## src/rtl/multicycle_control_fsm_if.sv

```systemverilog
// Control bundle between the multicycle MIPS control FSM (master) and its datapath (slave).
interface multicycle_control_fsm_if;
  logic [5:0] Op;
  logic       Zero;
  logic       PCEn;
  logic       IorD;
  logic       MemWrite;
  logic       IRWrite;
  logic       RegDst;
  logic       MemtoReg;
  logic       RegWrite;
  logic       ALUSrcA;
  logic [1:0] ALUSrcB;
  logic [1:0] PCSrc;
  logic [1:0] ALUOp;
  logic       IllegalOp;

  modport master (
    input  Op, Zero,
    output PCEn, IorD, MemWrite, IRWrite, RegDst, MemtoReg, RegWrite,
           ALUSrcA, ALUSrcB, PCSrc, ALUOp, IllegalOp
  );

  modport slave (
    output Op, Zero,
    input  PCEn, IorD, MemWrite, IRWrite, RegDst, MemtoReg, RegWrite,
           ALUSrcA, ALUSrcB, PCSrc, ALUOp, IllegalOp
  );
endinterface

```

## src/rtl/multicycle_control_fsm.sv

```systemverilog
// Main Moore control FSM of the multicycle MIPS core, with MEM_LAT wait cycles per memory state.
// Define BNE_EN to decode bne (000101) as a branch taken on ~Zero.
module multicycle_control_fsm #(
  parameter int unsigned MEM_LAT = 0
) (
  input  logic                     clk,
  input  logic                     reset,
  multicycle_control_fsm_if.master ctrl
);

  localparam logic [5:0] OP_RTYPE = 6'b000000;
  localparam logic [5:0] OP_LW    = 6'b100011;
  localparam logic [5:0] OP_SW    = 6'b101011;
  localparam logic [5:0] OP_BEQ   = 6'b000100;
  localparam logic [5:0] OP_ADDI  = 6'b001000;
  localparam logic [5:0] OP_J     = 6'b000010;
`ifdef BNE_EN
  localparam logic [5:0] OP_BNE   = 6'b000101;
`endif
  localparam logic [3:0] LAST_CNT = 4'(MEM_LAT);

  typedef enum logic [3:0] {
    FETCH, DECODE, MEMADR, MEMRD, MEMWB, MEMWR,
    EXEC, ALUWB, BRANCH, ADDIEX, ADDIWB, JUMP
  } state_t;

  state_t     state, next_state;
  logic [3:0] wait_cnt;
  logic       last;
  logic       mem_state;
  logic       pc_write;
  logic       branch;
  logic       branch_cond;

  assign mem_state = (state == FETCH) || (state == MEMRD) || (state == MEMWR);
  assign last      = (wait_cnt == LAST_CNT);

  always_ff @(posedge clk) begin
    if (reset) begin
      state    <= FETCH;
      wait_cnt <= '0;
    end else begin
      state <= next_state;
      if (next_state != state)
        wait_cnt <= '0;
      else if (mem_state)
        wait_cnt <= wait_cnt + 4'd1;
    end
  end

`ifdef BNE_EN
  logic is_bne;

  // Remembers whether the branch being executed is bne, so BRANCH needs no opcode decode.
  always_ff @(posedge clk) begin
    if (reset)
      is_bne <= 1'b0;
    else if (state == DECODE)
      is_bne <= (ctrl.Op == OP_BNE);
  end

  assign branch_cond = is_bne ? ~ctrl.Zero : ctrl.Zero;
`else
  assign branch_cond = ctrl.Zero;
`endif

  always_comb begin
    next_state = state;
    unique case (state)
      FETCH:  if (last) next_state = DECODE;
      DECODE: begin
        case (ctrl.Op)
          OP_LW, OP_SW: next_state = MEMADR;
          OP_RTYPE:     next_state = EXEC;
          OP_BEQ:       next_state = BRANCH;
`ifdef BNE_EN
          OP_BNE:       next_state = BRANCH;
`endif
          OP_ADDI:      next_state = ADDIEX;
          OP_J:         next_state = JUMP;
          default:      next_state = FETCH;
        endcase
      end
      MEMADR: next_state = (ctrl.Op == OP_SW) ? MEMWR : MEMRD;
      MEMRD:  if (last) next_state = MEMWB;
      MEMWR:  if (last) next_state = FETCH;
      EXEC:   next_state = ALUWB;
      BRANCH: next_state = FETCH;
      ADDIEX: next_state = ADDIWB;
      MEMWB, ALUWB, ADDIWB, JUMP: next_state = FETCH;
      default: next_state = FETCH;
    endcase
  end

  always_comb begin
    ctrl.IorD      = 1'b0;
    ctrl.MemWrite  = 1'b0;
    ctrl.IRWrite   = 1'b0;
    ctrl.RegDst    = 1'b0;
    ctrl.MemtoReg  = 1'b0;
    ctrl.RegWrite  = 1'b0;
    ctrl.ALUSrcA   = 1'b0;
    ctrl.ALUSrcB   = 2'b00;
    ctrl.PCSrc     = 2'b00;
    ctrl.ALUOp     = 2'b00;
    ctrl.IllegalOp = 1'b0;
    pc_write       = 1'b0;
    branch         = 1'b0;
    unique case (state)
      FETCH: begin
        ctrl.ALUSrcB = 2'b01;
        ctrl.IRWrite = last;
        pc_write     = last;
      end
      DECODE: begin
        ctrl.ALUSrcB   = 2'b11;
        // DECODE only falls back to FETCH when the opcode was not recognised.
        ctrl.IllegalOp = (next_state == FETCH);
      end
      MEMADR, ADDIEX: begin
        ctrl.ALUSrcA = 1'b1;
        ctrl.ALUSrcB = 2'b10;
      end
      MEMRD: ctrl.IorD = 1'b1;
      MEMWB: begin
        ctrl.MemtoReg = 1'b1;
        ctrl.RegWrite = 1'b1;
      end
      MEMWR: begin
        ctrl.IorD     = 1'b1;
        ctrl.MemWrite = last;
      end
      EXEC: begin
        ctrl.ALUSrcA = 1'b1;
        ctrl.ALUOp   = 2'b10;
      end
      ALUWB: begin
        ctrl.RegDst   = 1'b1;
        ctrl.RegWrite = 1'b1;
      end
      BRANCH: begin
        ctrl.ALUSrcA = 1'b1;
        ctrl.ALUOp   = 2'b01;
        ctrl.PCSrc   = 2'b01;
        branch       = 1'b1;
      end
      ADDIWB: ctrl.RegWrite = 1'b1;
      JUMP: begin
        ctrl.PCSrc = 2'b10;
        pc_write   = 1'b1;
      end
      default: ;
    endcase
  end

  assign ctrl.PCEn = pc_write | (branch & branch_cond);

endmodule
```

## src/flat_wrapper.sv

```systemverilog
// flat-port wrapper written by rule: the top's interface ports become plain ports
module multicycle_control_fsm_flat 
#(
  parameter int unsigned MEM_LAT = 0
)
  (clk, reset, ctrl_Op, ctrl_Zero, ctrl_PCEn, ctrl_IorD, ctrl_MemWrite, ctrl_IRWrite, ctrl_RegDst, ctrl_MemtoReg, ctrl_RegWrite, ctrl_ALUSrcA, ctrl_ALUSrcB, ctrl_PCSrc, ctrl_ALUOp, ctrl_IllegalOp);
  multicycle_control_fsm_if ctrl_i ();
  input  logic clk;
  input  logic reset;
  input wire logic [$bits(ctrl_i.Op)-1:0] ctrl_Op;
  input wire logic [$bits(ctrl_i.Zero)-1:0] ctrl_Zero;
  output wire logic [$bits(ctrl_i.PCEn)-1:0] ctrl_PCEn;
  output wire logic [$bits(ctrl_i.IorD)-1:0] ctrl_IorD;
  output wire logic [$bits(ctrl_i.MemWrite)-1:0] ctrl_MemWrite;
  output wire logic [$bits(ctrl_i.IRWrite)-1:0] ctrl_IRWrite;
  output wire logic [$bits(ctrl_i.RegDst)-1:0] ctrl_RegDst;
  output wire logic [$bits(ctrl_i.MemtoReg)-1:0] ctrl_MemtoReg;
  output wire logic [$bits(ctrl_i.RegWrite)-1:0] ctrl_RegWrite;
  output wire logic [$bits(ctrl_i.ALUSrcA)-1:0] ctrl_ALUSrcA;
  output wire logic [$bits(ctrl_i.ALUSrcB)-1:0] ctrl_ALUSrcB;
  output wire logic [$bits(ctrl_i.PCSrc)-1:0] ctrl_PCSrc;
  output wire logic [$bits(ctrl_i.ALUOp)-1:0] ctrl_ALUOp;
  output wire logic [$bits(ctrl_i.IllegalOp)-1:0] ctrl_IllegalOp;
  assign ctrl_i.Op = ctrl_Op;
  assign ctrl_i.Zero = ctrl_Zero;
  assign ctrl_PCEn = ctrl_i.PCEn;
  assign ctrl_IorD = ctrl_i.IorD;
  assign ctrl_MemWrite = ctrl_i.MemWrite;
  assign ctrl_IRWrite = ctrl_i.IRWrite;
  assign ctrl_RegDst = ctrl_i.RegDst;
  assign ctrl_MemtoReg = ctrl_i.MemtoReg;
  assign ctrl_RegWrite = ctrl_i.RegWrite;
  assign ctrl_ALUSrcA = ctrl_i.ALUSrcA;
  assign ctrl_ALUSrcB = ctrl_i.ALUSrcB;
  assign ctrl_PCSrc = ctrl_i.PCSrc;
  assign ctrl_ALUOp = ctrl_i.ALUOp;
  assign ctrl_IllegalOp = ctrl_i.IllegalOp;
  multicycle_control_fsm #(.MEM_LAT(MEM_LAT)) u_core (.clk(clk), .reset(reset), .ctrl(ctrl_i));
endmodule
```

## config.mk

```make
export PLATFORM = sky130hd
export DESIGN_NAME = multicycle_control_fsm_flat
export DESIGN_NICKNAME = d
export VERILOG_FILES = /design/src/rtl/multicycle_control_fsm_if.sv /design/src/rtl/multicycle_control_fsm.sv /design/src/flat_wrapper.sv
export SDC_FILE = /design/constraint.sdc
export NUM_CORES = 1
export LEC_CHECK = 0
export BUFFER_PORTS_ARGS = -buffer_cell sky130_fd_sc_hd__buf_4
export CELL_PAD_IN_SITES_DETAIL_PLACEMENT = 2
export CELL_PAD_IN_SITES_GLOBAL_PLACEMENT = 2
export CORE_MARGIN = 4
export CORE_UTILIZATION = 25
export DETAILED_ROUTE_END_ITERATION = 7
export GPL_TIMING_DRIVEN = 0
export HOLD_SLACK_MARGIN = 0.08
export PLACE_DENSITY_LB_ADDON = 0.1
export SLEW_MARGIN = 25
export SYNTH_ARGS = -nofsm -noshare
export SYNTH_HDL_FRONTEND = slang
export SYNTH_SLANG_ARGS = --single-unit
```

## constraint.sdc

```tcl
create_clock -name clk -period 1.61 [get_ports clk]
set_input_delay 0.0805 -clock clk [delete_from_list [all_inputs] [get_ports clk]]
set_output_delay 0.0805 -clock clk [all_outputs]
set_load 0.05 [all_outputs]
```

==> metrics.csv <==
stage,metric,value,unit
run_status,status,"finished, violations left",
run_status,failing checks,setup timing,
floorplanning,IO Pins,24,
floorplanning,Initial Util,25.9,%
setup_path,Setup CP Type,flop to output port,
sta,final setup vio count,9,
clocking,clk_lat worst skew,0.25,ns
clocking,CTS Buf Count,3,
setup_path,worst endpoint required time,1.53,ns
route,post-route ant nets,0,
grt,gr ovfl total,0,
sta,Final min period,2.01,ns
grt,initial antenna violation count,0,
route,DRT iter0 DRCs,32,
yosys,Synth Cell Area,871,um2
yosys,Synth Register Bits,8,
sta,Final TNS setup,-2.24,ns
sta,max frequency,497,MHz
setup_path,Max stage delay on crit path,0.41,ns
yosys,Mapped Cells,116,
sta,Setup Skew,0.00597,ns
sta,Final Cycle Share,125,%
setup_path,crit-path max FO,2,
clocking,CTS sink count,8,
route,DR vias/cell,5.19,
floorplanning,row count,21,
final_layout,Layout Area Growth over Synthesis,81.9,%
route,WL per Instance,18.1,um
grt,largest net degree at the start of global routing,11,
clocking,clock buffer depth,2,
route,drt drc,0,
power,LEAKAGE,0.605,nW
final_layout,Layout fillers,390,
sta,final hold violation count,0,
final_layout,Ant. Diodes,0,
sta,Worst-Margin Slew,0.472,ns
setup_path,CP arrival,1.93,ns
sta,Slew Limit Fails,0,
yosys,"EDFF count, synth",0,
route,Pre-antenna DRT Iters,5,
yosys,"Seq/Total Area, Yosys",18.4,%
floorplanning,Core ar.,0.00336,mm2
clocking,CTS H-tree depth,1,
sta,RSZ-0062 raised after global routing,yes,
power,PD cells,580,mW/mm2
placement,IO buf count,22,
yosys,Post-synth ARST share,0,%
setup_path,critical-path cell list,inv_2 -> ha_4 -> or3b_4 -> a21oi_4 -> nand2_2 -> nor4_4 -> buf_6,
setup_path,nature of the critical path startpoint,flop,
final_layout,nets@finish,169,
hold_path,HP Class,input pin to flop,
clocking,Worst-path clk slew,0.05,ns
yosys,Syn Area/Cell,7.51,um2
grt,GR Util All Layers,17.1,%
floorplanning,DIE AREA,0.00449,mm2
placement,dpl ws,-0.346,ns
final_layout,fraction of layout cells with a size suffix above 1,59.0,%
yosys,Ys Warns,0,
power,Peak VDD IR,446,uV
yosys,count of distinct cell types in the synthesized netlist,48,
grt,first-pass GRT wire length,5.76,mm
job,Max-cap violations,0,
setup_path,Critical Path End Type,output port,
floorplanning,die height,67.0,um
route,Via Count,1048,
yosys,Synth Net Count,127,
sta,slew margin rel.,68.1,%
floorplanning,Die Wd,67.0,um
yosys,most common flop cell mapped by yosys,dfxtp_1,
clocking,root buffer cell,clkbuf_4,
clocking,CTS tree,done,
grt,vias in the first global route,1084,
sta,Setup WS post-layout,-0.404,ns
setup_path,slowest CP cell,or3b_4,
final_layout,FF/Latch Area,176,um2
route,DRT Wirelength,3.65,mm
final_layout,area of the multi-input gates,877,um2
placement,HPWL Detailed,2.61,mm
placement,Routability Congestion,0.784,
==> report_power, final <==
part	switching [mW]	internal, mW	total, mW
clock network	0.0634	0.0850	0.148
registers	0.00850	0.207	0.216
logic	0.313	0.241	0.554
total	0.385	0.534	0.918
==> state kept, by name, indices dropped and copies added, names as in the netlist <==
register         cells
u_core.state         4
u_core.wait_cnt      4
==> metal layers <==
layer	global-route usage, %	vias up	routed length, um
met5	0	-	0
met4	2.28	0	14
met3	3.04	2	110
met2	28.6	20	1790
met1	23.2	518	1730
li1	-	508	-
==> worst max-delay path, delay by kind of cell, from the launching register on <==
family,cells,cell delay [ns]
AND/OR/NAND/NOR,3,0.80
flip-flops,1,0.32
buffers and inverters,2,0.25
AO/OA/AOI/OAI,1,0.18
adder cells (fa/ha/maj),1,0.12
==> path summary, 6_finish.rpt <==
check                                                        to  slack (ns)                       startpoint  cells after the start
worst max-delay path                             ctrl_IllegalOp       -0.40  u_core.wait_cnt[1]$_SDFFE_PP0P_                      7
worst min-delay path                 u_core.state[2]$_SDFF_PP0_        0.28                       ctrl_Op[4]                      3
worst max register to register       u_core.state[2]$_SDFF_PP0_       -0.39  u_core.wait_cnt[1]$_SDFFE_PP0P_                      9
worst min register to register  u_core.wait_cnt[3]$_SDFFE_PP0P_        0.60  u_core.wait_cnt[3]$_SDFFE_PP0P_                      2
==> per-stage QoR <==
stage | hold slack [ns] | cells | cell area (um2) | total power [mW] | util, %
final | 0.278 | 202 | 1580 | 0.918 | 47.1
after global routing | 0.280 | 202 | 1580 | 0.986 | 47.1
after CTS | 0.271 | 199 | 1410 | 0.859 | 42.0
after detailed placement | 0.284 | 184 | 1180 | 0.642 | 35.2
after global placement | 0.275 | 184 | 1180 | 0.630 | 35.2
after floorplan | 0.145 | 116 | 962 | 0.520 | -
==> cell families after synthesis <==
kind of cell,Yosys count,synth area share [%]
simple gates,61,41.4
compound gates,25,24.3
fa+ha+maj,2,2.87
buf+inv,13,5.89
xor+xnor,6,6.04
flops,8,18.4
mux,1,1.15
==> timing repair <==
action,4_1_cts,5_1_grt
setup buffers,11,4
endpoints found under the setup margin,22,20
hold buffers,1,0
gates resized for setup,35,41
hold endpoints to repair,3,0
pin swaps,8,11
==> placed cells by master (no fill, tap or decap), types with 2 or more instances in the layout <==
| master | n |
|---|---|
| a21oi_2 | 2 |
| and3_4 | 2 |
| and4bb_2 | 2 |
| buf_4 | 24 |
| buf_6 | 13 |
| buf_8 | 5 |
| clkbuf_4 | 3 |
| dfxtp_1 | 3 |
| dfxtp_4 | 4 |
| inv_1 | 2 |
| inv_2 | 2 |
| nand2_1 | 6 |
| nand2_2 | 4 |
| nand2b_1 | 2 |
| nand3_1 | 2 |
| nor2_1 | 8 |
| nor2_4 | 3 |
| nor3_1 | 6 |
| nor3_2 | 2 |
| nor3_4 | 2 |
| nor3b_1 | 2 |
| nor4_1 | 2 |
| o21ai_0 | 3 |
| xnor2_1 | 3 |
| xor2_1 | 2 |
==> synthesized netlist by cell type (3+ instances only) <==
cell      count  area share, %
a21oi_1       3            1.7
nor3b_1       3            2.6
nand2_1      10            4.3
nor2_1       12            5.2
and3_1        3            2.2
nor4_1        3            2.2
nand2b_1      3            2.2
dfxtp_1       8             18
xnor2_1       3            3.0
o21ai_0       4            2.3
clkbuf_1      6            2.6
nor3_1       10            5.7
xor2_1        3            3.0
inv_1         5            2.2
==> final cells by class <==
| class | instances | share of cell area (%) |
|---|---|---|
| Sequential cell | 8 | 11.1 |
| Timing Repair Buffer | 38 | 22.4 |
| Multi-Input combinational cell | 95 | 55.4 |
| Inverter | 5 | 1.34 |
| Buffer | 7 | 4.66 |
| Tap cell | 46 | 3.63 |
| Clock buffer | 3 | 1.42 |
Power figures use the tool's default switching activity.
